--- src/rtl/player_button_debouncer.sv ---
// rtl/player_button_debouncer.sv - two-channel button debouncer with single-cycle press pulses
//
// Conditions the two raw player-select buttons for the start menu.
// Each channel has a 2-flop synchronizer followed by a debounce FSM with a
// cycle counter. A press is reported once per debounced press, and a release
// must also be debounced before the next press can be reported. Player 1 has
// fixed priority over player 2 when both presses are accepted on the same edge.
//
// Ports:
//   clk          system clock (65 MHz pixel clock domain)
//   rst          asynchronous, active-high reset
//   btn1_raw     raw, asynchronous, bouncing button for player 1
//   btn2_raw     raw, asynchronous, bouncing button for player 2
//   player1      one-cycle pulse on a debounced press of button 1
//   player2      one-cycle pulse on a debounced press of button 2
//   btn1_stable  debounced level of button 1
//   btn2_stable  debounced level of button 2

module player_button_debouncer #(
    parameter int DEBOUNCE_CYCLES = 650000
) (
    input  logic clk,
    input  logic rst,
    input  logic btn1_raw,
    input  logic btn2_raw,
    output logic player1,
    output logic player2,
    output logic btn1_stable,
    output logic btn2_stable
);

    localparam int CNT_W = $clog2(DEBOUNCE_CYCLES);
    localparam logic [CNT_W-1:0] CNT_MAX = CNT_W'(DEBOUNCE_CYCLES - 1);

    typedef enum logic [1:0] {
        IDLE      = 2'd0,
        WAIT_HIGH = 2'd1,
        PRESSED   = 2'd2,
        WAIT_LOW  = 2'd3
    } state_t;

    logic [1:0] raw_v;
    logic [1:0] req;
    logic [1:0] stable_v;

    assign raw_v = {btn2_raw, btn1_raw};

    for (genvar ch = 0; ch < 2; ch++) begin : g_ch
        logic             sync1;
        logic             sync2;
        logic             stable;
        state_t           state;
        logic [CNT_W-1:0] cnt;

        always_ff @(posedge clk or posedge rst) begin
            if (rst) begin
                sync1  <= 1'b0;
                sync2  <= 1'b0;
                stable <= 1'b0;
                state  <= IDLE;
                cnt    <= '0;
            end else begin
                sync1 <= raw_v[ch];
                sync2 <= sync1;
                case (state)
                    IDLE: begin
                        if (sync2) begin
                            state <= WAIT_HIGH;
                            cnt   <= '0;
                        end
                    end
                    WAIT_HIGH: begin
                        if (!sync2) begin
                            state <= IDLE;
                            cnt   <= '0;
                        end else if (cnt == CNT_MAX) begin
                            state  <= PRESSED;
                            stable <= 1'b1;
                            cnt    <= '0;
                        end else begin
                            cnt <= cnt + CNT_W'(1);
                        end
                    end
                    PRESSED: begin
                        if (!sync2) begin
                            state <= WAIT_LOW;
                            cnt   <= '0;
                        end
                    end
                    WAIT_LOW: begin
                        // A high sample here is release bounce: fall back to
                        // PRESSED without reporting a new press.
                        if (sync2) begin
                            state <= PRESSED;
                            cnt   <= '0;
                        end else if (cnt == CNT_MAX) begin
                            state  <= IDLE;
                            stable <= 1'b0;
                            cnt    <= '0;
                        end else begin
                            cnt <= cnt + CNT_W'(1);
                        end
                    end
                    default: begin
                        state <= IDLE;
                        cnt   <= '0;
                    end
                endcase
            end
        end

        // Request is asserted on the edge that moves WAIT_HIGH -> PRESSED,
        // so the registered pulse appears in the following cycle.
        assign req[ch]      = (state == WAIT_HIGH) && sync2 && (cnt == CNT_MAX);
        assign stable_v[ch] = stable;
    end

    // Fixed priority: a simultaneous player-2 request is dropped, not deferred.
    always_ff @(posedge clk or posedge rst) begin
        if (rst) begin
            player1 <= 1'b0;
            player2 <= 1'b0;
        end else begin
            player1 <= req[0];
            player2 <= req[1] & ~req[0];
        end
    end

    assign btn1_stable = stable_v[0];
    assign btn2_stable = stable_v[1];

endmodule
--- config.mk ---
export PLATFORM = sky130hd
export DESIGN_NAME = player_button_debouncer
export DESIGN_NICKNAME = d
export VERILOG_FILES = /design/src/rtl/player_button_debouncer.sv
export SDC_FILE = /design/constraint.sdc
export NUM_CORES = 1
export LEC_CHECK = 0
export ABC_AREA = 1
export BUFFER_PORTS_ARGS = -buffer_cell sky130_fd_sc_hd__buf_2
export CAP_MARGIN = 5
export CORE_MARGIN = 2
export CORE_UTILIZATION = 25
export DETAILED_ROUTE_END_ITERATION = 8
export SYNTH_ARGS = -nofsm -noshare
export SYNTH_HDL_FRONTEND = slang
export SYNTH_SLANG_ARGS = --single-unit
--- constraint.sdc ---
create_clock -name clk -period 2.3 [get_ports clk]
set_input_delay 0.115 -clock clk [delete_from_list [all_inputs] [get_ports clk]]
set_output_delay 0.115 -clock clk [all_outputs]
set_load 0.005 [all_outputs]
==> results.cfg, run 1 <==
[outcome]
outcome = finished clean

[worst_setup_path]
path_cells = ha_1 > nand2_2 > inv_2 > nand2_1 > nor2_1 > nand3_1 > nand2_2 > inv_2 > nand3_1 > nand2_1
crit_path_end_kind = flip-flop
worst-path-buf-inv = 2
cp-start-kind = flip-flop
worstSetupPathType = flip-flop to flip-flop
crit_slowest_cell = dfrtp_1
cp_top_family = simple AND/OR/NAND/NOR gates
crit_required_ns = 2.48
path_max_fanout = 15
critical-path-max-stage-delay_ns = 0.39
cp.arrival_ns = 2.00

[timing]
final-max-slew-violation-count = 0
finalCritPeriodShare_pct = 78.89
fin_setup_tns_ns = 0
hold_viol_final = 0
worst_slew_pin_slew_ns = 0.4308
skew_ns = 0.004663
slew_headroom_pct = 71.25
setup_violations = 0
rsz0062_at_grt = no
min_period_ns = 1.815
max_freq_mhz = 551.1

[drt]
avgViaCountPerCell = 4.502
dr.pass1.iters = 4
vias = 2692
drt-initial-drc-count = 174
routed_wl_um = 6691
wl_met2_um = 3066
drc = 0
wl_met1_um = 3204
avgRoutedWirePerCell_um = 11.19
wl_met3_um = 335
top_layer_used = met4
ant_nets = 0

[yosys]
avgSynthCellArea_um2 = 7.607
ys_ff_latch = 52
yosysSeqAreaShare_pct = 41.32
synthesis.yosys.warnings = 0
post_synth_num_cell_types = 33
syn_nets = 420
syn-cell-area_mm2 = 0.003149
syn-instance-count = 414

[place]
gp_congestion = 0.8623
port_buffers = 7
dpl_cell_area_mm2 = 0.003371
dpl.hpwl_um = 4892

[pwr]
pwr-share-clk_pct = 36.6
power_frac_comb_pct = 15.0
switching_share_pct = 29.62
p_seq_share_pct = 48.4
switchingPower_mw = 0.6197
p_int_mw = 1.472
leakage_nw = 1.619
pwr_density_cell_mw_per_mm2 = 589.8
irDropWorstVdd_uv = 291.3

[floorplanning]
coreArea_mm2 = 0.01216
start_util_pct = 25.90
die_area_mm2 = 0.01351
die_h_um = 116.2
rows = 40
die_w_um = 116.2
pin_count = 8

[clock_network]
cts-resized-gates = 0
clock-sinks = 52
cts_tree = done
cts_buffer_depth = 2
htreeDepth = 2
numCtsBuffers = 5
clk_pin_slew_ns = 0.07
clock_latency_ns = 0.29
root_buffer = clkbuf_16

[layout]
layout_common_cells = nand2_1, dfrtp_1, nand3_1
layout_commonest_cell = nand2_1
syn2layout_area_growth_pct = 12.63
drive_gt1_share_pct = 15.58
nets = 435
postLayoutCellArea_mm2 = 0.003547
antenna_cells = 0

[run]
cap_viol_max_count = 0

[global_route]
grt_usage_pct = 10.77
grt_pass1_wl_um = 11580
grt_antenna_before_repair = 0
grt_max_degree = 26
grt_pass1_vias = 2431
grt_overflow = 0

[min_path]
hold_path_class = input pin to async pin
worst register-to-register path: stages, from the launching register on:
cell	delay (ns)
dfrtp_1	0.39
ha_1	0.25
nand2_2	0.09
inv_2	0.06
nand2_1	0.08
nor2_1	0.13
nand3_1	0.10
nand2_2	0.32
inv_2	0.14
nand3_1	0.09
nand2_1	0.05
sequential cells by signal (all words and copies together) (netlist names), named ones only:
signal       cells
g_ch.sync2       2
g_ch.sync1       2
player2          1
btn1_stable      1
player1          1
g_ch.state       2
btn2_stable      1
g_ch.cnt        40
through the flow:
stage | instances | worst slack (ns) | hold WS [ns] | power, mW | utilization (%)
after CTS | 598 | 0.4692 | 0.3112 | 2.115 | 29.17
after global routing | 598 | 0.3224 | 0.3427 | 2.207 | 29.17
final | 598 | 0.4854 | 0.2970 | 2.092 | 29.17
after detailed placement | 587 | 0.5082 | 0.08000 | 1.341 | 27.72
after floorplan | 414 | 0.8728 | 0.1464 | 1.285 | -
after global placement | 587 | 0.5715 | 0.07321 | 1.337 | 27.72
path summary, 6_finish.rpt:
path / startpoint / end / slack (ns) / cells after the start
max: g_ch[1].cnt[0]$_DFFE_PP0P_ / g_ch[1].cnt[18]$_DFFE_PP0P_ / 0.49 / 10
min: rst / g_ch[0].cnt[18]$_DFFE_PP0P_ / 0.30 / 3
max reg2reg: g_ch[1].cnt[0]$_DFFE_PP0P_ / g_ch[1].cnt[18]$_DFFE_PP0P_ / 0.49 / 10
min reg2reg: g_ch[1].sync1$_DFF_PP0_ / g_ch[1].sync2$_DFF_PP0_ / 0.36 / 0
max in group asynchronous: rst / g_ch[1].cnt[17]$_DFFE_PP0P_ / 1.38 / 4
min in group clk: g_ch[1].sync1$_DFF_PP0_ / g_ch[1].sync2$_DFF_PP0_ / 0.36 / 0
power by group through the flow:
stage / logic (mW) / clock network (mW) / registers, mW
after floorplan: 0.268 / 0 / 1.02
after global placement: 0.311 / 0 / 1.03
after detailed placement: 0.311 / 0 / 1.03
after CTS: 0.317 / 0.787 / 1.01
after global routing: 0.357 / 0.832 / 1.02
final: 0.314 / 0.766 / 1.01
Yosys cell counts:
cell type / number / share of area, %
nand2_1: 127 / 15
dfrtp_1: 52 / 41
nand3_1: 41 / 6.5
inv_1: 38 / 4.5
nor2_1: 37 / 4.4
nand4_1: 15 / 3.0
inv_2: 13 / 1.5
xor2_1: 9 / 2.5
nand2_2: 8 / 1.6
o21ai_0: 8 / 1.3
o21ai_1: 7 / 1.1
o22ai_2: 6 / 2.4
a21oi_1: 5 / 0.79
nor2_2: 5 / 0.99
nor3_1: 5 / 0.79
xnor2_1: 5 / 1.4
o22ai_1: 4 / 0.79
buf_6: 3 / 1.1
nor2_4: 3 / 1.1
o21ai_2: 3 / 0.83
ha_1: 2 / 0.79
nand2_4: 2 / 0.72
nand3_2: 2 / 0.64
nand3_4: 2 / 1.1
nor2_8: 2 / 1.3
nor3_2: 2 / 0.64
or2_1: 2 / 0.40
a21o_1: 1 / 0.24
a21oi_2: 1 / 0.28
buf_2: 1 / 0.16
o21bai_1: 1 / 0.24
or2_2: 1 / 0.20
or2_4: 1 / 0.28
per-layer routing:
layer | up-vias | track usage [%]
met2 | 57 | 17.09
met3 | 6 | 2.698
met4 | 0 | 3.254
met1 | 1267 | 14.51
met5 | - | 0
li1 | 1362 | -
cell families (layout without fill, tap and decap cells):
| group | after synthesis | after routing | synth area share [%] |
|---|---|---|---|
| and+or+nand+nor | 255 | 255 | 38.74 |
| buffers and inverters | 55 | 71 | 7.310 |
| DFF | 52 | 52 | 41.32 |
| AOI/OAI and AO/OA | 36 | 36 | 7.946 |
| xor gates and xnor gates | 14 | 14 | 3.894 |
| adders and majority gates | 2 | 2 | 0.7945 |
what timing repair did:
| item | CTS | global route |
|---|---|---|
| setup endpoints to repair | 0 | 0 |
| hold buffers | 3 | 0 |
| hold endpoints to repair | 13 | 0 |
| buffers inserted | 0 | 0 |
area by class of cell:
class / count / area [µm²]
well taps: 168 / 210.2
fillers: 1288 / 8615
flip-flops and latches: 52 / 1301
inverters: 51 / 191.4
multi-input cells: 307 / 1618
repair buffers: 12 / 80.08
clock buffers: 8 / 146.4
(Power assumes the default switching activity.)
==> run 2: changes to the inputs <==
Clock period 2.3 ns to 1.5 ns, I/O delays scaled along.
==> run 2 against run 1 <==
Critical path depth is 1 lower; combinational power is 110% higher; register-to-register slack worse by 0.44 ns; flip-flop and latch count stayed put; non-clock buffer count is 27 higher; via count is 5.9% higher; count of clock-buffer cells in the layout is 3 lower; die area stayed put; maximum frequency is 25% higher; highest routed layer unchanged.
==> results.cfg, run 2 (synthesized netlist as in run 1, its figures left out) <==
[worst_setup_path]
r2r_setup_slack_ns = 0.05
critical-path-max-stage-delay_ns = 0.36
cp.arrival_ns = 1.63
crit_path_end_kind = flip-flop
reg2reg_depth = 9
cp-start-kind = flip-flop
path_max_fanout = 7
worst-path-buf-inv = 2
r2r_end = g_ch[1].cnt[7]$_DFFE_PP0P_
cp_top_family = simple AND/OR/NAND/NOR gates
worstSetupPathType = flip-flop to flip-flop
r2r-start = g_ch[1].cnt[0]$_DFFE_PP0P_
crit_slowest_cell = dfrtp_1
path_depth = 9
crit_required_ns = 1.67
path_cells = ha_2 > nand2_2 > inv_2 > nand2_2 > nor2_2 > nand3_2 > nand2_4 > clkbuf_16 > o22ai_2
critPathMostFrequentCell = nand2_2

[drt]
ant_nets = 0
dr.pass1.iters = 5
drt-initial-drc-count = 237
avgViaCountPerCell = 4.553
vias = 2850
avgRoutedWirePerCell_um = 11.98
routed_wl_um = 7497
drc = 0

[global_route]
grt_pass1_wl_um = 12540
grt_overflow = 0
grtUsageMet3_pct = 2.750
grt_use_met1_pct = 15.64
grt_max_degree = 23
grt_antenna_before_repair = 0
grt.busiest_layer = met2
grt_pass1_vias = 2666
grt_util_met2_pct = 18.49
grt_usage_pct = 11.66

[floorplanning]
pin_count = 8
rows = 40
start_util_pct = 25.90
die_h_um = 116.2
die_area_mm2 = 0.01351
coreArea_mm2 = 0.01216
die_w_um = 116.2

[clock_network]
cts_buffer_depth = 2
cts_tree = done
numCtsBuffers = 5
clock_latency_ns = 0.30
htreeDepth = 2
clk_pin_slew_ns = 0.07
root_buffer = clkbuf_16
clock-sinks = 52

[pwr]
leakage_nw = 1.781
irDropWorstVdd_uv = 381.0
pwr_density_cell_mw_per_mm2 = 902.2

[timing]
max_freq_mhz = 687.6
worst_slack_ns = 0.04573
min_period_ns = 1.454
rsz0062_at_grt = yes
slew_headroom_pct = 64.29
skew_ns = 0.005445
setup_violations = 0
hold_viol_final = 0
finalCritPeriodShare_pct = 96.95
final-max-slew-violation-count = 0
worst_slew_pin_slew_ns = 0.5348

[layout]
drive_gt1_share_pct = 25.55
final_cells = 626
largest_register_ffs = 40
layout_common_cells = nand2_1, dfrtp_1, inv_1, nand3_1, nor2_1
layout_commonest_cell = nand2_1
nets = 463
top_register = g_ch.cnt
postLayoutCellArea_mm2 = 0.003918
syn2layout_area_growth_pct = 24.39
num-fill-cells = 1281
antenna_cells = 0

[place]
gp_congestion = 0.8423
dpl.hpwl_um = 5310
dpl_cell_area_mm2 = 0.003538
dp.cells = 606
pre_cts_slack_ns = 0.02264
port_buffers = 7

[min_path]
worstHoldStart = g_ch[0].sync1$_DFF_PP0_
hold_path_class = flip-flop to flip-flop
holdPathEnd = g_ch[0].sync2$_DFF_PP0_
holdPathStages = 0

[run]
cap_viol_max_count = 0

[outcome]
outcome = finished clean
run 2: timing repair:
item,in CTS,in global routing
endpoints found under the hold margin,21,0
gates resized for setup,0,30
endpoints found under the setup margin,0,39
hold buffers,3,0
setup buffers,0,7
run 2: worst register-to-register path: stages (launching register included):
cell	delay (ns)
dfrtp_1	0.36
ha_2	0.19
nand2_2	0.08
inv_2	0.07
nand2_2	0.05
nor2_2	0.10
nand3_2	0.10
nand2_4	0.17
clkbuf_16	0.17
o22ai_2	0.05
run 2: worst max-delay path by stage:
stage / startpoint / end / slack [ns]
CTS: g_ch[0].cnt[0]$_DFFE_PP0P_ / g_ch[0].cnt[16]$_DFFE_PP0P_ / 0.003
global placement: g_ch[0].cnt[0]$_DFFE_PP0P_ / g_ch[0].cnt[16]$_DFFE_PP0P_ / 0.06
floorplan: g_ch[1].cnt[0]$_DFFE_PP0P_ / g_ch[1].cnt[8]$_DFFE_PP0P_ / 0.07
finish: g_ch[1].cnt[0]$_DFFE_PP0P_ / g_ch[1].cnt[7]$_DFFE_PP0P_ / 0.05
global route: g_ch[1].cnt[0]$_DFFE_PP0P_ / g_ch[1].cnt[12]$_DFFE_PP0P_ / -0.05
detailed placement: g_ch[0].cnt[0]$_DFFE_PP0P_ / g_ch[0].cnt[16]$_DFFE_PP0P_ / 0.02
run 2: layout make-up:
type | instances | area [µm²] | area share (%)
clock buffer | 5 | 125.1 | 3.194
inverter | 51 | 201.4 | 5.142
tap | 168 | 210.2 | 5.366
clock inverter | 3 | 42.54 | 1.086
multi-input combinational | 308 | 1703 | 43.47
timing repair buffer | 39 | 329.1 | 8.400
sequential | 52 | 1306 | 33.34
run 2: per-stage QoR:
stage | TNS [ns] | total power [mW] | util (%) | hold slack, ns
global placement | 0 | 2.121 | 29.09 | 0.1486
global route | -1.161 | 3.712 | 32.21 | 0.3705
floorplan | 0 | 1.971 | - | 0.1064
finish | 0 | 3.534 | 32.21 | 0.3450
detailed placement | 0 | 2.136 | 29.09 | 0.1521
CTS | 0 | 3.471 | 30.72 | 0.3465
run 2: routing by layer:
layer / part of all wire (%) / routed length, µm
met5: 0 / 0
met4: 1.7 / 127
met3: 4.9 / 366
met2: 47 / 3523
met1: 46 / 3479
run 2: power breakdown:
part | total, mW | internal [mW] | switching, mW
Sequential | 1.54 | 1.46 | 0.0730
Clock | 1.33 | 0.785 | 0.542
Combinational | 0.669 | 0.248 | 0.422
Total | 3.53 | 2.50 | 1.04
